**config.mk**
```make
export PLATFORM = sky130hd
export DESIGN_NAME = load_store_unit_flat
export DESIGN_NICKNAME = d
export VERILOG_FILES = /design/src/rtl/load_store_unit_if.sv /design/src/rtl/load_store_unit.sv /design/src/flat_wrapper.sv
export SDC_FILE = /design/constraint.sdc
export NUM_CORES = 1
export LEC_CHECK = 0
export CAP_MARGIN = 40
export CORE_MARGIN = 5
export CORE_UTILIZATION = 48
export CTS_CLUSTER_DIAMETER = 50
export CTS_CLUSTER_SIZE = 12
export DETAILED_ROUTE_END_ITERATION = 8
export PLACE_DENSITY = 0.93
export RECOVER_POWER = 100
export SLEW_MARGIN = 25
export SYNTH_ARGS = -nofsm -noshare
export SYNTH_HDL_FRONTEND = slang
export SYNTH_SLANG_ARGS = --single-unit
```
**constraint.sdc**
```tcl
create_clock -name clk -period 3 [get_ports clk]
set_input_delay 0.45 -clock clk [delete_from_list [all_inputs] [get_ports clk]]
set_output_delay 0.45 -clock clk [all_outputs]
set_load 0.05 [all_outputs]
```
**src/rtl/load_store_unit_if.sv**
```systemverilog
// Memory-side bus of the load/store unit: request/address/data out, read data and ack back.
interface load_store_unit_if;
    logic        mem_req;
    logic        mem_we;
    logic [31:0] mem_addr;
    logic [31:0] mem_wdata;
    logic [3:0]  mem_be;
    logic [31:0] mem_rdata;
    logic        mem_ack;

    modport master (
        output mem_req,
        output mem_we,
        output mem_addr,
        output mem_wdata,
        output mem_be,
        input  mem_rdata,
        input  mem_ack
    );

    modport slave (
        input  mem_req,
        input  mem_we,
        input  mem_addr,
        input  mem_wdata,
        input  mem_be,
        output mem_rdata,
        output mem_ack
    );
endinterface

```
**src/rtl/load_store_unit.sv**
```systemverilog
// Load/store unit: accepts one memory-stage access, drives a word-aligned memory
// request with byte enables, extracts/extends load data, and aborts on timeout.
module load_store_unit #(
    parameter int unsigned TIMEOUT = 16
) (
    input  logic                      clk,
    input  logic                      rst_n,
    input  logic                      rd_en,
    input  logic                      wr_en,
    input  logic [2:0]                funct3,
    input  logic [31:0]               addr,
    input  logic [31:0]               store_data,
    output logic                      stall,
    output logic [31:0]               data_memory_output,
    output logic                      done,
    output logic                      err,
    load_store_unit_if.master         mem
);

    localparam int unsigned CNT_W = (TIMEOUT > 1) ? $clog2(TIMEOUT) : 1;

    localparam logic [1:0] IDLE = 2'd0;
    localparam logic [1:0] WAIT = 2'd1;
    localparam logic [1:0] DONE = 2'd2;

    logic [1:0]       state;
    logic [1:0]       state_next;
    logic [CNT_W-1:0] cnt;
    logic [CNT_W-1:0] cnt_next;
    logic             err_next;

    logic             req_c;
    logic             code_ok_c;
    logic             misalign_c;
    logic             req_legal_c;
    logic             accept_c;
    logic [3:0]       be_c;
    logic [31:0]      wdata_c;

    logic [1:0]       lat_off;
    logic [2:0]       lat_funct3;
    logic             lat_load;

    logic [7:0]       rbyte_c;
    logic [15:0]      rhalf_c;
    logic [31:0]      load_data_c;

    // Pipeline hold: busy in WAIT, or a request is being presented in IDLE.
    always_comb begin
        req_c = rd_en | wr_en;
        stall = (state == WAIT) || ((state == IDLE) && req_c);
    end

    // Request legality: direction conflict, funct3 code, natural alignment.
    always_comb begin
        if (wr_en) begin
            code_ok_c = funct3 inside {3'b000, 3'b001, 3'b010};
        end else begin
            code_ok_c = funct3 inside {3'b000, 3'b001, 3'b010, 3'b100, 3'b101};
        end
        misalign_c  = ((funct3[1:0] == 2'b01) && addr[0]) ||
                      ((funct3[1:0] == 2'b10) && (addr[1:0] != 2'b00));
        req_legal_c = !(rd_en && wr_en) && code_ok_c && !misalign_c;
        accept_c    = (state == IDLE) && req_c && req_legal_c;
    end

    // Store byte-lane steering; loads always read the full word.
    always_comb begin
        be_c    = 4'b1111;
        wdata_c = store_data;
        if (wr_en) begin
            case (funct3[1:0])
                2'b00: begin
                    be_c    = 4'b0001 << addr[1:0];
                    wdata_c = {4{store_data[7:0]}};
                end
                2'b01: begin
                    be_c    = addr[1] ? 4'b1100 : 4'b0011;
                    wdata_c = {2{store_data[15:0]}};
                end
                default: begin
                    be_c    = 4'b1111;
                    wdata_c = store_data;
                end
            endcase
        end
    end

    // Load field extraction and sign/zero extension from the latched offset/type.
    always_comb begin
        case (lat_off)
            2'd0:    rbyte_c = mem.mem_rdata[7:0];
            2'd1:    rbyte_c = mem.mem_rdata[15:8];
            2'd2:    rbyte_c = mem.mem_rdata[23:16];
            default: rbyte_c = mem.mem_rdata[31:24];
        endcase
        rhalf_c = lat_off[1] ? mem.mem_rdata[31:16] : mem.mem_rdata[15:0];
        case (lat_funct3)
            3'b000:  load_data_c = {{24{rbyte_c[7]}}, rbyte_c};
            3'b100:  load_data_c = {24'h000000, rbyte_c};
            3'b001:  load_data_c = {{16{rhalf_c[15]}}, rhalf_c};
            3'b101:  load_data_c = {16'h0000, rhalf_c};
            default: load_data_c = mem.mem_rdata;
        endcase
    end

    // Next-state logic with WAIT cycle counter and error flag.
    always_comb begin
        state_next = state;
        cnt_next   = cnt;
        err_next   = 1'b0;
        case (state)
            IDLE: begin
                cnt_next = '0;
                if (req_c) begin
                    if (req_legal_c) begin
                        state_next = WAIT;
                    end else begin
                        state_next = DONE;
                        err_next   = 1'b1;
                    end
                end
            end
            WAIT: begin
                if (mem.mem_ack) begin
                    state_next = DONE;
                end else if (cnt == CNT_W'(TIMEOUT - 1)) begin
                    state_next = DONE;
                    err_next   = 1'b1;
                end else begin
                    cnt_next = cnt + CNT_W'(1);
                end
            end
            DONE: begin
                state_next = IDLE;
            end
            default: begin
                state_next = IDLE;
            end
        endcase
    end

    // State and counter registers.
    always_ff @(posedge clk or negedge rst_n) begin
        if (!rst_n) begin
            state <= IDLE;
            cnt   <= '0;
        end else begin
            state <= state_next;
            cnt   <= cnt_next;
        end
    end

    // Registered outputs: memory bus, completion pulses, load result.
    always_ff @(posedge clk or negedge rst_n) begin
        if (!rst_n) begin
            mem.mem_req        <= 1'b0;
            mem.mem_we         <= 1'b0;
            mem.mem_addr       <= '0;
            mem.mem_wdata      <= '0;
            mem.mem_be         <= '0;
            lat_off            <= '0;
            lat_funct3         <= '0;
            lat_load           <= 1'b0;
            done               <= 1'b0;
            err                <= 1'b0;
            data_memory_output <= '0;
        end else begin
            mem.mem_req <= (state_next == WAIT);
            done        <= (state_next == DONE);
            err         <= err_next;
            if (accept_c) begin
                mem.mem_we    <= wr_en;
                mem.mem_addr  <= {addr[31:2], 2'b00};
                mem.mem_wdata <= wdata_c;
                mem.mem_be    <= be_c;
                lat_off       <= addr[1:0];
                lat_funct3    <= funct3;
                lat_load      <= rd_en;
            end
            if ((state == WAIT) && mem.mem_ack && lat_load) begin
                data_memory_output <= load_data_c;
            end
        end
    end

endmodule

```
**src/flat_wrapper.sv**
```systemverilog
// flat-port wrapper written by rule: the top's interface ports become plain ports
module load_store_unit_flat 
#(
    parameter int unsigned TIMEOUT = 16
)
  (clk, rst_n, rd_en, wr_en, funct3, addr, store_data, stall, data_memory_output, done, err, mem_mem_req, mem_mem_we, mem_mem_addr, mem_mem_wdata, mem_mem_be, mem_mem_rdata, mem_mem_ack);
  load_store_unit_if mem_i ();
  input  logic clk;
  input  logic rst_n;
  input  logic rd_en;
  input  logic wr_en;
  input  logic [2:0] funct3;
  input  logic [31:0] addr;
  input  logic [31:0] store_data;
  output logic stall;
  output logic [31:0] data_memory_output;
  output logic done;
  output logic err;
  output wire logic [$bits(mem_i.mem_req)-1:0] mem_mem_req;
  output wire logic [$bits(mem_i.mem_we)-1:0] mem_mem_we;
  output wire logic [$bits(mem_i.mem_addr)-1:0] mem_mem_addr;
  output wire logic [$bits(mem_i.mem_wdata)-1:0] mem_mem_wdata;
  output wire logic [$bits(mem_i.mem_be)-1:0] mem_mem_be;
  input wire logic [$bits(mem_i.mem_rdata)-1:0] mem_mem_rdata;
  input wire logic [$bits(mem_i.mem_ack)-1:0] mem_mem_ack;
  assign mem_mem_req = mem_i.mem_req;
  assign mem_mem_we = mem_i.mem_we;
  assign mem_mem_addr = mem_i.mem_addr;
  assign mem_mem_wdata = mem_i.mem_wdata;
  assign mem_mem_be = mem_i.mem_be;
  assign mem_i.mem_rdata = mem_mem_rdata;
  assign mem_i.mem_ack = mem_mem_ack;
  load_store_unit #(.TIMEOUT(TIMEOUT)) u_core (.clk(clk), .rst_n(rst_n), .rd_en(rd_en), .wr_en(wr_en), .funct3(funct3), .addr(addr), .store_data(store_data), .stall(stall), .data_memory_output(data_memory_output), .done(done), .err(err), .mem(mem_i));
endmodule
```
==> flow_summary.yaml <==
logic_synthesis:
  yosys_warnings: 0
  synth_compound_area_frac: 0.0920
  ys_seq_area_frac: 0.531
  synth.distinct_cells: 37
  avgSynthCellArea_um2: 11.3
  synthXorXnorAreaFrac: 0
  synth_top_family_by_area: "multiplexers"
  synth-async-reset-ratio: 1.00
  netlist_instances: 475
  yosys_most_used_dff: "dfrtp_1"
  synth_simple_gate_area_frac: 0.120
  synthAdderAreaFrac: 0.00233
  synth_edf_count: 0
  synth.area.mux_share: 0.212
  netlist_area_um2: 5370
  synth.ff_latch_count: 114
power_and_ir_drop:
  p_per_area_nw_per_um2: 1230
  max-vdd-ir-drop_mv: 1.02
  p_leak_nw: 3.51
drt:
  first_pass_iters: 5
  vias_per_cell: 5.52
  drt-total-wl_mm: 16.6
  drc_errors: 0
  first_iter_violations: 351
  via_count: 4611
  wl_per_cell_um: 19.9
  antenna_left: 0
sta:
  fin_hold_ws_ns: 0.483
  fin_ws_ns: 0.489
  setup_viol: 0
  period_minus_slack_ns: 2.51
  fin_skew_ns: 0.00646
  worst_slew_margin_rel: -0.226
  fmax_ghz: 0.398
  maxSlewViolCount: 32
  grt_setup_unrepaired: "no"
  tightest_slew_ns: 1.84
  finalHoldViolCount: 0
  finalCritPeriodShare: 0.837
  tns_ns: 0
layout:
  drive_gt1_frac: 0.186
  antenna_cells: 0
  nets: 790
  area_growth_pct: 51.3
  fillers: 699
floorplanning:
  dieArea_um2: 13400
  rows: 38
  coreArea_um2: 10900
  die_y_um: 116
  start_util: 0.493
  io_pins: 209
  die_w_um: 116
clock_tree:
  post_cts_buffers: 0
  cts.sinks: 114
  cts_tree: "built"
  insertion_delay_ns: 0.51
  cts_buffers: 17
  cts_resized: 0
  clockBufferDepth: 2
  ctsHoldBuffers: 1
  clk_pin_slew_ns: 0.05
  cts_root_buffer: "clkbuf_8"
  htreeDepth: 4
placed_design:
  hpwl_mm: 11.9
  portBuffers: 206
  place_congestion: 0.842
  place_ws_ns: 0.495
global_route:
  met2_usage: 0.444
  grt_overflow: 0
  busiest_layer: "met2"
  grtUsageMet3: 0.101
  antenna_found_initial: 0
  grt_pass1_vias: 5021
  grtUsageMet1: 0.293
  grt_max_degree: 59
  gr-usage-all-layers: 0.256
  grt_first_pass_wirelength_mm: 26.4
run_status:
  violations: "max-capacitance violations, max-slew violations"
  status: "finished with violations"
critical_path:
  worst_ep_required_time_ns: 2.55
  start_kind: "input pin"
  criticalPathCategory: "input pin to output port"
  crit_chain: "clkdlybuf4s50_1 -> o21ai_0 -> clkbuf_1 -> nand2_1 -> clkbuf_2"
  worst_path_max_delay_cell: "clkdlybuf4s50_1"
  crit_fanout: 10
  crit_path_end_kind: "output port"
  cp_top_family: "buffers and inverters"
  cpPeakStageDelay_ns: 0.52
  cp.arrival_ns: 2.06
  critPathBufInv: 3
worst_hold_path:
  holdCritPathClass: "register to register"
flow_run:
  max_cap_viol_count: 1
-- through the flow --
step                power (mW)  cell area (µm²)  utilization  instances
global route              10.4             8130        0.746        835
finish                    9.99             8130        0.746        835
detailed placement        8.19             7530        0.692        805
floorplan                 6.23             5370            -        476
CTS                       10.3             8150        0.749        835
global placement          8.05             7530        0.692        805
-- worst register-to-register path: stages, from the launching register on --
cell	delay [ns]
dfrtp_1	0.45
nand2b_1	0.32
or2_0	0.69
a31oi_4	0.66
a21oi_1	0.15
-- routing by layer --
layer  wire length [µm]  vias to the layer above
met3               1550                       28
met1               6020                     2298
met2               8740                      207
li1                   -                     2078
met4                275                        0
met5                  0                        -
-- layout make-up --
cell class              instances  area (µm²)  area share
clock buffers                  25         514      0.0633
multi-input cells             327        2300       0.283
inverters                       4        15.0     0.00185
flip-flops and latches        114        2850       0.351
clock inverters                 4        95.1      0.0117
repair buffers                221        2170       0.267
well taps                     140         175      0.0216
-- path summary, 6_finish.rpt --
check | cells past startpoint | from | end | slack, ns
setup / recovery | 5 | wr_en | stall | 0.49
hold / removal | 2 | u_core.data_memory_output[6]$_DFFE_PN0P_ | u_core.data_memory_output[6]$_DFFE_PN0P_ | 0.48
setup reg to reg | 4 | u_core.state[1]$_DFF_PN0_ | u_core.data_memory_output[27]$_DFFE_PN0P_ | 0.59
hold reg to reg | 2 | u_core.data_memory_output[6]$_DFFE_PN0P_ | u_core.data_memory_output[6]$_DFFE_PN0P_ | 0.48
max in group asynchronous | 3 | rst_n | u_core.mem.mem_addr[15]$_DFFE_PN0P_ | 0.81
min in group asynchronous | 2 | rst_n | u_core.mem.mem_wdata[4]$_DFFE_PN0P_ | 0.97
-- Yosys cell counts (3+ instances only) --
| cell | instances | share of area |
|---|---|---|
| o31ai_1 | 4 | 0.0056 |
| inv_1 | 4 | 0.0028 |
| mux2_1 | 3 | 0.0063 |
| a21oi_1 | 24 | 0.022 |
| nor2b_1 | 7 | 0.0082 |
| dfrtp_1 | 114 | 0.53 |
| nand2_1 | 68 | 0.048 |
| nand3_1 | 4 | 0.0037 |
| mux2i_1 | 17 | 0.032 |
| nor2_1 | 35 | 0.024 |
| nor3b_1 | 9 | 0.013 |
| buf_2 | 12 | 0.011 |
| a211oi_1 | 9 | 0.013 |
| a22o_1 | 3 | 0.0049 |
| mux2_2 | 83 | 0.17 |
| buf_6 | 9 | 0.019 |
| nand2b_1 | 10 | 0.012 |
| clkbuf_1 | 7 | 0.0049 |
| o21ai_0 | 31 | 0.029 |
-- flip-flops by register name (all words and copies together), names as in the netlist, 2 cells and up --
name                       flops
u_core.data_memory_output     32
u_core.mem.mem_be              4
u_core.lat_off                 2
u_core.mem.mem_wdata          32
u_core.lat_funct3              3
u_core.state                   2
u_core.mem.mem_addr           30
u_core.cnt                     4
-- cells in the final DEF, fill, tap and decap left out, types with 2 or more instances in the layout --
| master | count |
|---|---|
| nand3_1 | 4 |
| conb_1 | 2 |
| o21ai_0 | 31 |
| mux2i_1 | 17 |
| dlygate4sd3_1 | 103 |
| dfrtp_1 | 114 |
| o22a_1 | 2 |
| clkbuf_1 | 4 |
| nand2_1 | 68 |
| o31ai_1 | 4 |
| nor3b_1 | 9 |
| nand2b_1 | 10 |
| mux2_2 | 82 |
| o22ai_1 | 2 |
| bufinv_16 | 3 |
| nor2_1 | 34 |
| mux2_1 | 4 |
| buf_4 | 10 |
| a22o_1 | 3 |
| nor2b_1 | 7 |
| inv_1 | 4 |
| a211oi_1 | 9 |
| a21oi_1 | 24 |
| clkbuf_8 | 8 |
| clkbuf_16 | 16 |
| clkdlybuf4s50_1 | 102 |
-- where the power goes --
part / switching, mW / internal, mW
clock: 0.674 / 1.41
combinational: 3.49 / 1.69
sequential: 0.470 / 2.26
-- cell families (layout without fill, tap and decap cells) --
group / after synthesis / after routing
other: 1 / 2
multiplexers: 103 / 103
adder cells (fa/ha/maj): 1 / 1
flip-flops: 114 / 114
buffers and inverters: 35 / 254
AND/OR/NAND/NOR: 141 / 141
AO/OA/AOI/OAI: 80 / 80
Power figures use the tool's default switching activity.
